[config.mk]
export PLATFORM = sky130hd
export DESIGN_NAME = displ_mux
export DESIGN_NICKNAME = d
export VERILOG_FILES = /design/src/rtl/displ_mux.sv
export SDC_FILE = /design/constraint.sdc
export NUM_CORES = 1
export LEC_CHECK = 0
export ABC_AREA = 1
export CAP_MARGIN = 10
export CORE_MARGIN = 2
export CORE_UTILIZATION = 53
export CTS_BUF_LIST = sky130_fd_sc_hd__clkbuf_16
export DETAILED_ROUTE_END_ITERATION = 10
export GPL_TIMING_DRIVEN = 0
export MAX_ROUTING_LAYER = met4
export PLACE_DENSITY = 0.91
export SLEW_MARGIN = 10
export SYNTH_ARGS = -nofsm -noshare
export SYNTH_HDL_FRONTEND = slang
export SYNTH_SLANG_ARGS = --single-unit
[constraint.sdc]
create_clock -name clk -period 2.88 [get_ports clk]
set_input_delay 0.288 -clock clk [delete_from_list [all_inputs] [get_ports clk]]
set_output_delay 0.288 -clock clk [all_outputs]
set_load 0.03 [all_outputs]
[src/rtl/displ_mux.sv]
// Multiplexed seven-segment driver: scan, PWM, dead time, frame shadowing.
// Optional leading-zero blanking when DISPL_MUX_LZB_EN is defined.
module displ_mux #(
  parameter int DIGITS   = 4,
  parameter int PRESCALE = 1024,
  parameter int BRIGHT_W = 4
) (
  input  logic                  clk,
  input  logic                  rst,
  input  logic                  en,
  input  logic [4*DIGITS-1:0]   number,
  input  logic [DIGITS-1:0]     dp,
  input  logic [BRIGHT_W-1:0]   bright,
  output logic [DIGITS-1:0]     dig,
  output logic [7:0]            seg,
  output logic                  frame
);

  localparam int PW = $clog2(PRESCALE);
  localparam int IW = (DIGITS > 1) ? $clog2(DIGITS) : 1;
  localparam logic [PW-1:0] PRE_MAX = PW'(PRESCALE - 1);
  localparam logic [IW-1:0] IDX_MAX = IW'(DIGITS - 1);

  logic [PW-1:0]         pre_cnt;
  logic [IW-1:0]         idx;
  logic                  loaded;
  logic [4*DIGITS-1:0]   number_s;
  logic [DIGITS-1:0]     dp_s;
  logic [BRIGHT_W-1:0]   bright_s;

  logic                  wrap;
  logic                  frame_end;
  logic                  lit;
  logic [BRIGHT_W-1:0]   phase;
  logic [3:0]            nib;
  logic                  dp_sel;
  logic                  blank;
`ifdef DISPL_MUX_LZB_EN
  logic                  zero_hi;
`endif

  function automatic logic [6:0] hex7(input logic [3:0] n);
    logic [6:0] s;
    unique case (n)
      4'h0: s = 7'h3F;
      4'h1: s = 7'h06;
      4'h2: s = 7'h5B;
      4'h3: s = 7'h4F;
      4'h4: s = 7'h66;
      4'h5: s = 7'h6D;
      4'h6: s = 7'h7D;
      4'h7: s = 7'h07;
      4'h8: s = 7'h7F;
      4'h9: s = 7'h6F;
      4'hA: s = 7'h77;
      4'hB: s = 7'h7C;
      4'hC: s = 7'h39;
      4'hD: s = 7'h5E;
      4'hE: s = 7'h79;
      4'hF: s = 7'h71;
    endcase
    return s;
  endfunction

  // Slot timing: wrap, frame end, PWM phase and dead-time gating
  always_comb begin
    wrap      = (pre_cnt == PRE_MAX);
    frame_end = en && wrap && (idx == IDX_MAX);
    phase     = pre_cnt[PW-1 -: BRIGHT_W];
    lit       = (phase <= bright_s) && (pre_cnt != '0);
  end

  // Select the active digit's nibble/dp and decide blanking
  always_comb begin
    nib    = 4'h0;
    dp_sel = 1'b0;
    blank  = 1'b0;
`ifdef DISPL_MUX_LZB_EN
    zero_hi = 1'b1;
`endif
    for (int i = DIGITS - 1; i >= 0; i--) begin
`ifdef DISPL_MUX_LZB_EN
      zero_hi = zero_hi && (number_s[4*i +: 4] == 4'h0);
`endif
      if (idx == IW'(i)) begin
        nib    = number_s[4*i +: 4];
        dp_sel = dp_s[i];
`ifdef DISPL_MUX_LZB_EN
        blank  = zero_hi && (i != 0);
`endif
      end
    end
  end

  // Prescaler and digit index; both freeze while disabled
  always_ff @(posedge clk or posedge rst) begin
    if (rst) begin
      pre_cnt <= '0;
      idx     <= '0;
    end else if (en) begin
      pre_cnt <= pre_cnt + PW'(1);
      if (wrap)
        idx <= (idx == IDX_MAX) ? '0 : idx + IW'(1);
    end
  end

  // Shadow inputs on first enabled cycle and at every frame end
  always_ff @(posedge clk or posedge rst) begin
    if (rst) begin
      loaded   <= 1'b0;
      number_s <= '0;
      dp_s     <= '0;
      bright_s <= '0;
    end else if (en && (!loaded || frame_end)) begin
      loaded   <= 1'b1;
      number_s <= number;
      dp_s     <= dp;
      bright_s <= bright;
    end
  end

  // Registered pin drivers and frame pulse
  always_ff @(posedge clk or posedge rst) begin
    if (rst) begin
      dig   <= '0;
      seg   <= '0;
      frame <= 1'b0;
    end else begin
      frame <= frame_end;
      if (en && lit) begin
        dig <= DIGITS'(1) << idx;
        seg <= {dp_sel, blank ? 7'h00 : hex7(nib)};
      end else begin
        dig <= '0;
        seg <= '0;
      end
    end
  end

endmodule
# ---- Word level (Yosys, flattened, before mapping)
# Memories as Yosys holds them, arrays and structs flattened.
# Cells that the tools add are included.
dict set report word_totals {
  register_bits 50
  mem_bits_ro 112
  out_inout_bits 13
  word_cells 39
  memories 1
}
# memory depth width read_ports rd_ports_with_merged_regs write_ports line_no
set memory_table {}
lappend memory_table {{(name not given)} 16 7 1 0 0 44} ;# unique case (n)
dict set report op_classes {
  addsub 2
  order_cmp 1
  eq_ne 4
  shifts 1
  n_mux 11
  reduce_logical 10
}
# operator count
set ops {}
lappend ops {{two-way mux 4 bit} 5}
lappend ops {{adder 10 x 1 -> 10 bit, second input constant} 1}
lappend ops {{equality test 10 bit, second input constant} 1}
lappend ops {{nonzero test 10 bit} 1}
lappend ops {{two-way mux 8 bit} 1}
lappend ops {{logical AND 1 bit} 5}
lappend ops {{equality test 2 bit, second input constant} 2}
lappend ops {{<= comparator 4 bit} 1}
lappend ops {{two-way mux 1 bit} 4}
lappend ops {{<< shifter 1 x 2 -> 4 bit, first input constant} 1}
lappend ops {{adder 2 x 1 -> 2 bit, second input constant} 1}
lappend ops {{equality test 2 x 1 -> 1 bit, second input constant} 1}
lappend ops {{zero test 2 bit} 1}
lappend ops {{two-way mux 2 bit} 1}
lappend ops {{AND reduction 2 bit} 1}
lappend ops {{zero test 1 bit} 1}
lappend ops {{logical OR 1 bit} 1}

# ---- Longest topological paths before layout
# An unclocked memory read counts as a cell.
dict set report logic_depth {
  word_depth 7
  mapped_depth 15
}

# ---- Worst setup path before layout
# Ideal clock, no wire load.
dict set report synth_path {
  path_type {register to register}
  from {register idx[0]}
  to {register seg[3]}
  setup_time_ns 0.071
  t_arrival_ns 1.994
  required_time_ns 2.809
  setup_slack_ns 0.815
  stages_incl_launch_ff 13
  path_buffers 1
  cell_sequence {dfrtp_1 inv_1 ha_1 clkbuf_1 inv_1 or2_2 nand2_1 inv_1 ha_1 nand3b_1 nand3_1 nand2_1 nor2_1}
}
dict set report synth_between {
  elab_chain_cells 7
  elab_cells_between_ends 10
  cone_classes {3 x eq/ne; 5 x mux; 1 x reduce/logical; 1 x memory}
}
# element line_no
set synth_rtl {}
lappend synth_rtl {{from (decl)} 25} ;# logic [IW-1:0] idx;
lappend synth_rtl {{from (signal assigned)} 103} ;# idx <= (idx == IDX_MAX) ? '0 : idx + IW'(1);
lappend synth_rtl {{equality test 2 bit} 85} ;# if (idx == IW'(i)) begin
lappend synth_rtl {{two-way mux 4 bit (3 in series)} 85}
lappend synth_rtl {{two-way mux 4 bit (*)} 85}
lappend synth_rtl {{memory (16 x 7 bit) (*)} --}
lappend synth_rtl {{two-way mux 8 bit (*)} 130} ;# if (en && lit) begin
lappend synth_rtl {{to (signal assigned)} 132} ;# seg <= {dp_sel, blank ? 7'h00 : hex7(nib)};
lappend synth_rtl {{to (decl)} 15} ;# output logic [7:0] seg,
# Every way passes the cells marked *; elsewhere a longest branch is shown, timed or not.
# A chain may end at the register's enable or synchronous reset.

# ---- Worst setup path after layout
# Same ends and word-level chain as after synthesis.

==> impl_metrics.ini <==
[placement]
place.gp.congestion = 0.888
hpwl_um = 3970
dp_worst_setup_slack_ns = 0.403
portBuffers = 39

[power_and_ir_drop]
powerDensity_nw_per_um2 = 584
p_sw_mw = 0.564
p_leak_nw = 1.63
switching_share_pct = 30.5
clock_power_share_pct = 30.2
p_seq_share_pct = 47.9
pwr-share-comb_pct = 21.9
peakVddDrop_uv = 263
intPower_mw = 1.28

[global_route]
grt_max_degree = 39
antenna_found_initial = 0
grt_pass1_wl_um = 9090
grt.overflow.total = 0
track_usage_pct = 22.8
grt_pass1_vias = 2047

[sta]
slew_headroom_pct = 67.9
finalWorstSetupSlack_ns = 0.339
fmax_mhz = 394
setup_tns_ns = 0
fin_hold_ws_ns = 0.254
maxSlewViolCount = 0
layout_min_cycle_time_ns = 2.54
setup_violations = 0
rsz0062_at_grt = false
worst_pin_slew_ns = 0.481
clock-skew-final_ns = 0.00492
finalHoldViolCount = 0
period_share_pct = 88.2

[drt]
finalWirelength_um = 5330
drt_iter0_drc = 220
ant_nets = 0
dr.pass1.iters = 4
drc = 0
vias_per_cell = 5.31
wl_per_cell_um = 13.1
vias = 2165

[worst_hold_path]
min-delay-path-class = in -> async

[clock_tree]
cts-root-buf = clkbuf_16
holdBufCountCts = 0
insertion_delay_ns = 0.29
cts_tree = done
htree_levels = 2
postCtsSetupBuffers = 0
cts_resized = 0
cts.sinks = 50
cts_inserted_buffers = 5
clk_pin_slew_worst_paths_ns = 0.06
cts_buffer_depth = 2

[outcome]
status = completed

[worst_setup_path]
worstSetupPathType = reg -> reg
rr_startpoint = idx[0]$_DFFE_PP0P_
cp_max_fo = 8
crit_arrival_ns = 2.76
end_kind = register
crit_start = idx[0]$_DFFE_PP0P_
start_kind = register
crit_required_ns = 3.10

[final_layout]
nFillCells = 366
syn_to_final_growth_pct = 24.1
fin_nets = 396
drive_gt1_share_pct = 5.08
num_antenna_cells = 0

[synthesis]
synth_top_area_share_pct = 49.0
ys.warnings.count = 0
ys_top_cells_by_count = nand2_1, dfrtp_1, nand3_1
yosysTopAreaCell = dfrtp_1
synth.avg_cell_area_um2 = 8.34
synth_cells = 306
ys_types = 23
synth_area_leaders = dfrtp_1, nand2_1, ha_1, nand3_1, inv_1
syn-num-nets = 349
synth_seq_cells = 50
yosysSeqAreaShare_pct = 49.0
synth_edf_count = 0
synth_area_um2 = 2550
ys_dominant_reg_cell = dfrtp_1
synth_most_common_cell = nand2_1
async_reset_ff_share_pct = 100

[floorplan]
fp.dieH_um = 73.4
pin_count = 40
std_cell_rows = 25
core_area_um2 = 4690
dieArea_um2 = 5380
die_x_um = 73.4
start_util_pct = 54.4

[job]
max_cap_viol_count = 0
critical path, cell delays in order, from the launching register on:
cell      delay [ns]
dfrtp_1         0.42
inv_1           0.12
ha_1            0.17
clkbuf_1        0.30
inv_1           0.16
or2_2           0.30
nand2_1         0.18
inv_1           0.12
ha_1            0.24
nand3b_1        0.17
nand3_1         0.09
nand2_1         0.07
nor2_1          0.12
cell type report:
class	count	area, um2	share of cell area [%]
inverter	31	116	3.67
sequential	50	1250	39.5
multi-input combinational	217	1130	35.7
buffer	8	52.6	1.66
tap	54	67.6	2.13
clock buffer	5	125	3.95
clock inverter	3	12.5	0.395
timing repair buffer	40	410	13.0
layer usage:
metal / share of wire [%] / vias up / routed length, um / global-route usage, %
li1: - / 1062 / - / -
met4: 3.4 / 0 / 183 / 11.3
met2: 50 / 78 / 2660 / 36.6
met3: 3.4 / 19 / 179 / 3.29
met1: 43 / 1006 / 2310 / 28.1
met5: 0 / - / 0 / -
power groups by stage:
stage | clock [mW] | combinational (mW) | sequential, mW
global route | 0.589 | 0.459 | 0.894
CTS | 0.564 | 0.407 | 0.883
detailed placement | 0 | 0.398 | 0.895
finish | 0.559 | 0.405 | 0.885
floorplan | 0 | 0.233 | 0.912
global placement | 0 | 0.371 | 0.891
kinds of logic after synthesis:
kind of cell	synth area share, %
flip-flops	49.0
AND/OR/NAND/NOR	28.6
AO/OA/AOI/OAI	5.15
XOR/XNOR	2.75
adder cells (fa/ha/maj)	7.85
buffers and inverters	6.62
cell usage in the layout (no fill, tap or decap), drive strengths merged:
master / netlist / layout
clkinv: 0 / 2
o31ai: 1 / 1
clkdlybuf4s50: 0 / 39
o21ai: 10 / 10
nand2: 90 / 90
nand3: 40 / 40
buf: 5 / 6
xor2: 8 / 8
nor3: 5 / 5
nor2: 30 / 30
dfrtp: 50 / 50
nand4: 2 / 2
o21bai: 1 / 1
inv: 31 / 32
a21oi: 11 / 11
or2: 2 / 2
nand3b: 1 / 1
clkbuf: 3 / 8
ha: 16 / 16
final timing paths:
path,to,slack [ns],depth (start not counted)
setup reg to reg,seg[3]$_DFF_PP0_,0.34,12
max in group asynchronous,idx[1]$_DFFE_PP0P_,2.15,3
hold reg to reg,number_s[12]$_DFFE_PP0P_,0.47,2
hold / removal,seg[3]$_DFF_PP0_,0.25,2
setup / recovery,seg[3]$_DFF_PP0_,0.34,12
min in group clk,number_s[12]$_DFFE_PP0P_,0.47,2
sequential cells by signal (all words and copies together) (netlist names):
register  flops
number_s     16
pre_cnt      10
seg           8
bright_s      4
dig           4
dp_s          4
idx           2
frame         1
loaded        1
through the flow:
step	cells	instance area (um2)	util, %	power [mW]
6_report	408	3170	67.5	1.85
2_1_floorplan	306	2550	-	1.14
5_1_grt	408	3170	67.5	1.94
3_5_place_dp	400	3030	64.6	1.29
3_3_place_gp	399	3010	64.1	1.26
4_1_cts	408	3170	67.5	1.85
(Power assumes the default switching activity.)
